$ cat config.mk
export PLATFORM = sky130hd
export DESIGN_NAME = fib_bcd_ctl_param
export DESIGN_NICKNAME = d
export VERILOG_FILES = /design/src/rtl/fib_pkg.sv /design/src/rtl/bin2bcd_dd.sv /design/src/rtl/fib_bcd_ctl_param.sv
export SDC_FILE = /design/constraint.sdc
export NUM_CORES = 1
export LEC_CHECK = 0
export BUFFER_PORTS_ARGS = -buffer_cell sky130_fd_sc_hd__buf_2
export CORE_MARGIN = 2
export CORE_UTILIZATION = 55
export DETAILED_ROUTE_END_ITERATION = 10
export MAX_ROUTING_LAYER = met4
export PLACE_DENSITY = 0.73
export SYNTH_ARGS = -nofsm -noshare
export SYNTH_HDL_FRONTEND = slang
export SYNTH_SLANG_ARGS = --single-unit
$ cat constraint.sdc
create_clock -name i_clk -period 3.7 [get_ports i_clk]
set_input_delay 0.37 -clock i_clk [delete_from_list [all_inputs] [get_ports i_clk]]
set_output_delay 0.37 -clock i_clk [all_outputs]
set_load 0.01 [all_outputs]
$ cat src/rtl/fib_pkg.sv
// Shared types and constants for the BCD Fibonacci/Lucas term generator.
// pow10 sizes the result limit and the width of n from the digit counts.
package fib_pkg;

   typedef enum logic [2:0] {
      IDLE  = 3'd0,
      CONV  = 3'd1,
      FIB   = 3'd2,
      B2BCD = 3'd3,
      DONE  = 3'd4
   } state_t;

   typedef enum logic {
      MODE_FIB   = 1'b0,
      MODE_LUCAS = 1'b1
   } mode_e;

   function automatic longint pow10(input int e);
      longint r;
      r = 1;
      for (int i = 0; i < e; i++) r = r * 10;
      return r;
   endfunction

endpackage

$ cat src/rtl/bin2bcd_dd.sv
// Iterative double-dabble: one add-3/shift step per cycle, BIN_W steps.
// o_done is high during the last step, so o_bcd is final on the following cycle.
module bin2bcd_dd #(
   parameter int BIN_W      = 14,
   parameter int OUT_DIGITS = 4
) (
   input  logic                    i_clk,
   input  logic                    i_rst_n,
   input  logic                    i_start,
   input  logic [BIN_W-1:0]        i_bin,
   output logic [4*OUT_DIGITS-1:0] o_bcd,
   output logic                    o_done
);

   localparam int CNT_W = $clog2(BIN_W + 1);
   localparam int BCD_W = 4 * OUT_DIGITS;

   logic [BIN_W-1:0] bin_q, bin_d;
   logic [BCD_W-1:0] bcd_q, bcd_d, adj;
   logic [CNT_W-1:0] cnt_q, cnt_d;
   logic             busy_q, busy_d;

   always_comb begin
      adj = bcd_q;
      for (int i = 0; i < OUT_DIGITS; i++) begin
         if (bcd_q[4*i +: 4] >= 4'd5) adj[4*i +: 4] = bcd_q[4*i +: 4] + 4'd3;
      end
      bin_d  = bin_q;
      bcd_d  = bcd_q;
      cnt_d  = cnt_q;
      busy_d = busy_q;
      if (i_start) begin
         bin_d  = i_bin;
         bcd_d  = '0;
         cnt_d  = CNT_W'(BIN_W);
         busy_d = 1'b1;
      end else if (busy_q) begin
         bcd_d = {adj[BCD_W-2:0], bin_q[BIN_W-1]};
         bin_d = {bin_q[BIN_W-2:0], 1'b0};
         cnt_d = cnt_q - 1'b1;
         if (cnt_q == CNT_W'(1)) busy_d = 1'b0;
      end
   end

   always_ff @(posedge i_clk) begin
      if (!i_rst_n) begin
         bin_q  <= '0;
         bcd_q  <= '0;
         cnt_q  <= '0;
         busy_q <= 1'b0;
      end else begin
         bin_q  <= bin_d;
         bcd_q  <= bcd_d;
         cnt_q  <= cnt_d;
         busy_q <= busy_d;
      end
   end

   assign o_bcd  = bcd_q;
   assign o_done = busy_q && (cnt_q == CNT_W'(1));

endmodule

$ cat src/rtl/fib_bcd_ctl_param.sv
// BCD n in, BCD Fibonacci/Lucas term out, with digit validation and overflow flag.
// Handshake: i_start is taken only on an edge where o_ready=1; o_done pulses once per accepted start.
module fib_bcd_ctl_param
   import fib_pkg::*;
#(
   parameter int IN_DIGITS  = 2,
   parameter int OUT_DIGITS = 4,
   parameter int BIN_W      = 14
) (
   input  logic                    i_clk,
   input  logic                    i_rst_n,
   input  logic                    i_start,
   input  logic                    i_mode,
   input  logic [4*IN_DIGITS-1:0]  i_gen_amt_bcd,
   output logic [4*OUT_DIGITS-1:0] o_final_bcd,
   output logic                    o_ready,
   output logic                    o_done,
   output logic                    o_overflow,
   output logic                    o_err,
   output logic [2:0]              o_dbg_state
);

   localparam longint MAX   = pow10(OUT_DIGITS) - 1;
   localparam longint N_MAX = pow10(IN_DIGITS) - 1;
   localparam int     N_W   = $clog2(N_MAX + 1);
   localparam int     DIG_W = $clog2(IN_DIGITS + 1);
   localparam int     AMT_W = 4 * IN_DIGITS;
   localparam int     BCD_W = 4 * OUT_DIGITS;
   localparam logic [BIN_W:0]   MAX_V     = (BIN_W+1)'(MAX);
   localparam logic [BCD_W-1:0] ALL_NINES = {OUT_DIGITS{4'h9}};

   generate
      if ((longint'(1) << BIN_W) <= MAX) begin : g_bad_bin_w
         $error("fib_bcd_ctl_param: BIN_W too narrow for OUT_DIGITS");
      end
   endgenerate

   state_t             state_q, state_d;
   mode_e              mode_q, mode_d;
   logic [AMT_W-1:0]   amt_q, amt_d;
   logic [DIG_W-1:0]   dig_q, dig_d;
   logic [N_W-1:0]     n_q, n_d, cnt_q, cnt_d;
   logic [BIN_W:0]     t0_q, t0_d, t1_q, t1_d;
   logic               err_acc_q, err_acc_d, ovf_acc_q, ovf_acc_d;
   logic [BCD_W-1:0]   final_q, final_d;
   logic               done_q, done_d, ovf_q, ovf_d, err_q, err_d;
   logic [3:0]         digit;
   logic [N_W+3:0]     n_acc;
   logic               digit_bad, last_dig, fib_hit, fib_ovf;
   logic               b2b_start, b2b_done;
   logic [BCD_W-1:0]   b2b_bcd;

   assign digit     = amt_q[AMT_W-1 -: 4];
   assign digit_bad = digit > 4'd9;
   assign last_dig  = dig_q == DIG_W'(IN_DIGITS - 1);
   assign fib_hit   = cnt_q == n_q;
   assign fib_ovf   = t1_q > MAX_V;
   assign n_acc     = ({4'd0, n_q} << 3) + ({4'd0, n_q} << 1) + (N_W+4)'(digit);

   always_ff @(posedge i_clk) begin
      if (!i_rst_n) begin
         state_q   <= IDLE;
         mode_q    <= MODE_FIB;
         amt_q     <= '0;
         dig_q     <= '0;
         n_q       <= '0;
         cnt_q     <= '0;
         t0_q      <= '0;
         t1_q      <= '0;
         err_acc_q <= 1'b0;
         ovf_acc_q <= 1'b0;
         final_q   <= '0;
         done_q    <= 1'b0;
         ovf_q     <= 1'b0;
         err_q     <= 1'b0;
      end else begin
         state_q   <= state_d;
         mode_q    <= mode_d;
         amt_q     <= amt_d;
         dig_q     <= dig_d;
         n_q       <= n_d;
         cnt_q     <= cnt_d;
         t0_q      <= t0_d;
         t1_q      <= t1_d;
         err_acc_q <= err_acc_d;
         ovf_acc_q <= ovf_acc_d;
         final_q   <= final_d;
         done_q    <= done_d;
         ovf_q     <= ovf_d;
         err_q     <= err_d;
      end
   end

   always_comb begin
      state_d = state_q;
      case (state_q)
         IDLE:    if (i_start) state_d = CONV;
         CONV:    if (last_dig) state_d = (err_acc_q || digit_bad) ? DONE : FIB;
         FIB: begin
            if (fib_hit)      state_d = B2BCD;
            else if (fib_ovf) state_d = DONE;
         end
         B2BCD:   if (b2b_done) state_d = DONE;
         DONE:    state_d = IDLE;
         default: state_d = IDLE;
      endcase
   end

   always_comb begin
      mode_d    = mode_q;
      amt_d     = amt_q;
      dig_d     = dig_q;
      n_d       = n_q;
      cnt_d     = cnt_q;
      t0_d      = t0_q;
      t1_d      = t1_q;
      err_acc_d = err_acc_q;
      ovf_acc_d = ovf_acc_q;
      final_d   = final_q;
      done_d    = 1'b0;
      ovf_d     = ovf_q;
      err_d     = err_q;
      case (state_q)
         IDLE: begin
            if (i_start) begin
               amt_d     = i_gen_amt_bcd;
               mode_d    = mode_e'(i_mode);
               dig_d     = '0;
               n_d       = '0;
               err_acc_d = 1'b0;
               ovf_acc_d = 1'b0;
            end
         end
         CONV: begin
            n_d   = n_acc[N_W-1:0];
            amt_d = amt_q << 4;
            dig_d = dig_q + 1'b1;
            if (digit_bad) err_acc_d = 1'b1;
            if (last_dig) begin
               cnt_d = '0;
               t0_d  = (mode_q == MODE_LUCAS) ? (BIN_W+1)'(2) : '0;
               t1_d  = (BIN_W+1)'(1);
            end
         end
         FIB: begin
            // Terms never decrease, so the first t1 above MAX proves term n overflows.
            if (!fib_hit) begin
               if (fib_ovf) begin
                  ovf_acc_d = 1'b1;
               end else begin
                  t0_d  = t1_q;
                  t1_d  = t0_q + t1_q;
                  cnt_d = cnt_q + 1'b1;
               end
            end
         end
         DONE: begin
            done_d  = 1'b1;
            err_d   = err_acc_q;
            ovf_d   = ovf_acc_q && !err_acc_q;
            final_d = err_acc_q ? '0 : (ovf_acc_q ? ALL_NINES : b2b_bcd);
         end
         default: ;
      endcase
   end

   always_comb begin
      b2b_start   = (state_q == FIB) && fib_hit;
      o_ready     = state_q == IDLE;
      o_done      = done_q;
      o_final_bcd = final_q;
      o_overflow  = ovf_q;
      o_err       = err_q;
      o_dbg_state = state_q;
   end

   bin2bcd_dd #(
      .BIN_W      (BIN_W),
      .OUT_DIGITS (OUT_DIGITS)
   ) u_b2b (
      .i_clk   (i_clk),
      .i_rst_n (i_rst_n),
      .i_start (b2b_start),
      .i_bin   (t0_q[BIN_W-1:0]),
      .o_bcd   (b2b_bcd),
      .o_done  (b2b_done)
   );

endmodule

== Word level (Yosys, flattened, before mapping) ==
Index checks and enable logic that the tools add are counted.
Cells by class
  $add $sub $neg: 10
  order comparisons: 6
  equality and inequality tests: 15
  mux-type cells: 46
  bitwise gates (word level): 1
  reductions and logical operators: 17
Operators by type and width (number)
  15-bit two-way mux: 6
  15-bit one-hot mux with 2 select lines: 2
  16-bit two-way mux: 2
  14-bit two-way mux: 2
  7-bit two-way mux: 4
  7-bit one-hot mux with 2 select lines: 2
  3-bit two-way mux: 7
  4-bit two-way mux: 5
  4-bit by 3-bit greater-or-equal comparator with 1-bit output (second input constant): 4
  8-bit one-hot mux with 2 select lines: 1
  15-bit adder: 1
  15-bit by 14-bit greater-than comparator with 1-bit output (second input constant): 1
  2-bit != test (second input constant): 7
  4-bit by 2-bit adder with 4-bit output (second input constant): 3
  3-bit one-hot mux with 4 select lines: 1
  4-bit AND reduction: 3
  1-bit two-way mux: 8
  8-bit two-way mux: 1
  2-bit nonzero test: 4
  7-bit by 1-bit adder with 7-bit output (second input constant): 1
  7-bit by 4-bit adder with 7-bit output: 1
  7-bit adder: 1
  7-bit == test: 1
  3-bit by 2-bit == test with 1-bit output (second input constant): 2
  20 further kinds: 25
Word-level totals
  bits in registers: 114
  output and inout bits: 23

== Logic depth before layout (Yosys ltp) ==
  word-level depth: 5
  gate-level depth with buffers: 9
  depth with buffers taken out: 9

== By module ==
A second synthesis with hierarchy kept.
Second synthesis, totals
  cells, all modules: 718
  area total of the unflattened synthesis: 6180.9 um^2
By module, submodules not included
  fib_bcd_ctl_param: times used 1, cells each 482, area each 4132.7 um^2, sequential area each 1581.5 um^2
  bin2bcd_dd: times used 1, cells each 236, area each 2048.2 um^2, sequential area each 700.7 um^2

== Worst setup path before layout ==
No wires, ideal clock.
  path kind: register to register
  from: register t0_q[0]
  to: register t1_q[12]
  library setup time: 0.127 ns
  arrival: 2.135 ns
  path slack: 1.438 ns
  stages on the path, launching flop included: 9
  buffers on the path: 0
  period minus slack after synthesis: 2.262 ns
  cell sequence: dfxtp_1 ha_1 fa_1 a21o_1 a221oi_2 nor2_1 o31a_1 o311ai_1 o21ai_0
Between the ends
  longest elaborated chain between the ends: 4
Ends and longest elaborated chain
  from (decl): RTL line fib_bcd_ctl_param.sv:43  | logic [BIN_W:0] t0_q, t0_d, t1_q, t1_d;
  from (signal assigned): RTL line fib_bcd_ctl_param.sv:83  | t0_q <= t0_d;
  15-bit adder: RTL line fib_bcd_ctl_param.sv:152  | t1_d = t0_q + t1_q;
  15-bit two-way mux: RTL line fib_bcd_ctl_param.sv:148  | if (fib_ovf) begin
  15-bit two-way mux: RTL line fib_bcd_ctl_param.sv:147  | if (!fib_hit) begin
  15-bit one-hot mux with 2 select lines: RTL line fib_bcd_ctl_param.sv:123  | case (state_q)
  to (signal assigned): RTL line fib_bcd_ctl_param.sv:84  | t1_q <= t1_d;
  to (decl): RTL line fib_bcd_ctl_param.sv:43
No other way between the ends. The select of a mux whose other input is x is not followed.
A chain may end at the register's enable or synchronous reset.

== Worst setup path after layout ==
  from: register state_q[1] (netlist: o_dbg_state[1])
  to: register t1_q[5]
Between the ends
  longest elaborated chain between the ends: 3
  elaborated cells between the ends (all ways): 8
Ends and longest elaborated chain
  from (decl): RTL line fib_bcd_ctl_param.sv:38  | state_t state_q, state_d;
  from (signal assigned): RTL line fib_bcd_ctl_param.sv:77  | state_q <= state_d;
  3-bit by 2-bit == test with 1-bit output or 3-bit by 1-bit == test with 1-bit output (tied branches): RTL line fib_bcd_ctl_param.sv:123
  2-bit != test (no line) or 2-bit nonzero test (tied branches)
  4-bit AND reduction (no line)
Several ways; a longest one is shown, not always the timed one.

==> impl_results.md <==
- Status: finished clean
- Die width: ~110 um
- CP max FO: 31
- Initial antenna violation count: 0
- Main combinational cell family by area after synthesis: compound AO/OA/AOI/OAI gates
- Layout Cells excl Fill: 854
- Crit. End Element: flip-flop
- Critical path class: flip-flop to flip-flop
- Synthesis-to-layout area growth: 11.94%
- Critical path cell sequence: or3b_1, o32ai_4, buf_4, nor3_1, a21oi_1, nor2_1
- WP data arrival: 2.96 ns
- DRC viols: 0
- Overall global routing resource usage: 24.79%
- Skew-Pair Late Insertion Delay: ~0.53 ns
- Adder-cell area share of the yosys netlist: between 8 and 9%
- Routed wire per std cell: between 15 and 20 um
- Fin crit period: 2.574 ns
- Tcrit/Tclk final: ~70%
- Max incr delay on CP: 0.67 ns
- Post-CTS Resized: 0
- Vias: 5,028
- Vias in the first global route: 4,620
- HPWL Detailed: 9166 um
- Clock transition at path regs: 0.05 ns
- Clock skew: 0.009320 ns
- Actual slew at the worst max-slew pin: 0.8452 ns
- Slew headroom: 43.52%
- Post-synthesis mux area share: ~3.6%
- Num Clock Sinks: 114
- Full die area: 0.01153 mm2
- Max Transition Viols Final: 0
- YS warnings: 0
- Critical Path RT: 4.09 ns
- Worst vdd ir: 0.4321 mV
- Routed WL: 13,210 um
- Worst path slowest cell: or3b_1
- Synthesized flop and latch total: ~110
- Synth async-reset ratio: 0%
- Fillcell total: 880
- Final-report hold violation count: 0
- 1st-pass router iterations: 7
- Critical path buffers and inverters: 1
- FF+latch area: 0.002282 mm2
- Pin count of the biggest net entering global routing: between 40 and 50
- First-pass GRT wire length: roughly 22,000 um
- Routability cong.: around 0.94
- Syn_area_per_cell: 8.597 um2
- IO Port Bufs: 34
- Max Clk Rate: 388.6 MHz
- ANT cells: 0
- Compound-Gate Fraction of Synth Area: a little over a fifth
- Layout cells sized above 1: 12.67%
- RSZ-0062 raised after global routing: false
- Row cnt: 37
- Synth Flop Type: dfxtp_1
- Synthesized cell area: 0.005881 mm2
- Sequential element share of the synthesized area: roughly 39%
- P per Cell Area: 601.1 mW/mm2
- Post-Place Cells: 822
- Synth Area in Simple Gates: 18.49%
- EDFF count, synth: 0
- Drt via density: 5.888
- Hold Crit Class: input port to flip-flop
- CTS tree: done
- DRT iter0 DRCs: 253
- Mapped Cells: roughly 680
- Post-CTS Setup Bufs: 0
- I/O Pins: 35
- Core area: 0.01037 mm2
- TNS Setup: 0 ns
- Clock root cell: clkbuf_8
- Cts hold-fix bufs: 0
- MaxCap Viol Count: 0
- Remaining global-route overflow: 0
- Startpoint Class: flip-flop
- Fin nets: 754
- Chip Height: 107.4 um
- H-tree depth: 4
- Post-DRT Antenna Nets: 0
- Syn_nets: ~730
- P_leak: 2.544 nW
- Clock buffer depth: 2
- Multi-input logic area: 0.003298 mm2
- Critical path's top delay family: simple AND/OR/NAND/NOR gates
- Netlist cell types: 58
- Initial core utilization: 56.71%
- Setup-failing EPs final: 0
- CTS Buf Count: 17
- Post-Synth XOR/XNOR Area: 4.766%
[logic make-up (layout without fill, tap and decap cells)]
kind of cell,count (synthesis),in the layout
buffers and inverters,62,96
multiplexers,21,21
adder cells (fa/ha/maj),37,37
XOR/XNOR,32,32
AND/OR/NAND/NOR,238,238
flip-flops,114,114
AO/OA/AOI/OAI,180,180
[synthesized netlist by cell type, types with 4 or more instances]
cell	instances	area (um2)
and3_1	4	25.02
and2_1	4	25.02
nand3_1	37	185.2
mux2i_1	21	210.2
a22oi_1	9	67.56
clkbuf_1	28	105.1
a22oi_2	13	162.7
dfxtp_1	114	2282
ha_1	34	425.4
o21a_1	4	30.03
nor2_1	92	345.3
a21o_1	7	52.55
a31oi_1	4	25.02
nor3_1	18	90.09
inv_1	22	82.58
nand2b_1	4	25.02
buf_6	8	90.09
o21ai_0	23	115.1
xor2_1	6	52.55
nand2_1	60	225.2
a21oi_1	71	355.3
xnor2_1	26	227.7
a211oi_1	18	135.1
[sequential cells by signal, indices dropped and copies added (netlist names)]
name and flops:
o_done 1, u_b2b.bin_q 14, o_overflow 1, u_b2b.cnt_q 4, t1_q 15, err_acc_q 1, o_final_bcd 16, o_err 1
dig_q 2, mode_q 1, amt_q 8, u_b2b.busy_q 1, n_q 7, o_dbg_state 3, cnt_q 7, ovf_acc_q 1
t0_q 15, u_b2b.o_bcd 16
[worst register-to-register path: stages (launching register included)]
cell and delay, ns:
dfxtp_1 0.56, or3b_1 0.67, o32ai_4 0.48, buf_4 0.45, nor3_1 0.10, a21oi_1 0.14
nor2_1 0.05
[cells in the final DEF, fill, tap and decap left out, types with 21 or more instances in the layout]
cell | netlist | layout
dfxtp_1 | 114 | 114
nor2_1 | 92 | 92
a21oi_1 | 71 | 71
nand2_1 | 60 | 60
nand3_1 | 37 | 37
ha_1 | 34 | 34
buf_2 | 0 | 34
xnor2_1 | 26 | 26
o21ai_0 | 23 | 23
inv_1 | 22 | 22
mux2i_1 | 21 | 21
[per-layer routing]
layer  wire length [um]  global-route usage (%)  vias up  share of wire (%)
li1                   -                       -     2486                  -
met2               6228                   38.92      124                 47
met5                  0                       -        -                  0
met4                240                   8.700        0                1.8
met1               6100                   30.38     2395                 46
met3                637                   7.506       23                4.8
[path summary, 6_finish.rpt]
kind | start | end | slack, ns | depth (start not counted)
hold reg to reg | o_final_bcd[14] | o_final_bcd[14] | 0.45 | 2
hold / removal | i_gen_amt_bcd[0] | amt_q[0] | 0.08 | 3
setup / recovery | o_dbg_state[1] | t1_q[5] | 1.13 | 6
setup reg to reg | o_dbg_state[1] | t1_q[5] | 1.13 | 6
[metrics by stage]
step                total power, W  area, um2  hold slack, ns  setup WS (ns)  utilization [%]
floorplan                 0.002338       5881          0.4292          1.438                -
global placement          0.002474       6060          0.4353          1.243            58.43
detailed placement        0.002508       6060          0.4452          1.173            58.43
CTS                       0.003974       6583         0.06132          1.157            63.48
global route              0.004174       6583         0.06253          1.033            63.48
finish                    0.003957       6583         0.08328          1.126            63.48
[cell type report]
class	instances	area share, %
well taps	136	2.585
clock buffers	26	7.109
clock inverters	6	0.8363
repair buffers	41	3.383
inverters	23	1.312
multi-input cells	508	50.10
flip-flops and latches	114	34.67
[power by group]
group	switching, W	internal, W
Clock	0.000542	0.000919
Combinational	0.000650	0.000350
Sequential	0.000129	0.00137
Note: power is estimated with default switching activity, not from simulation.
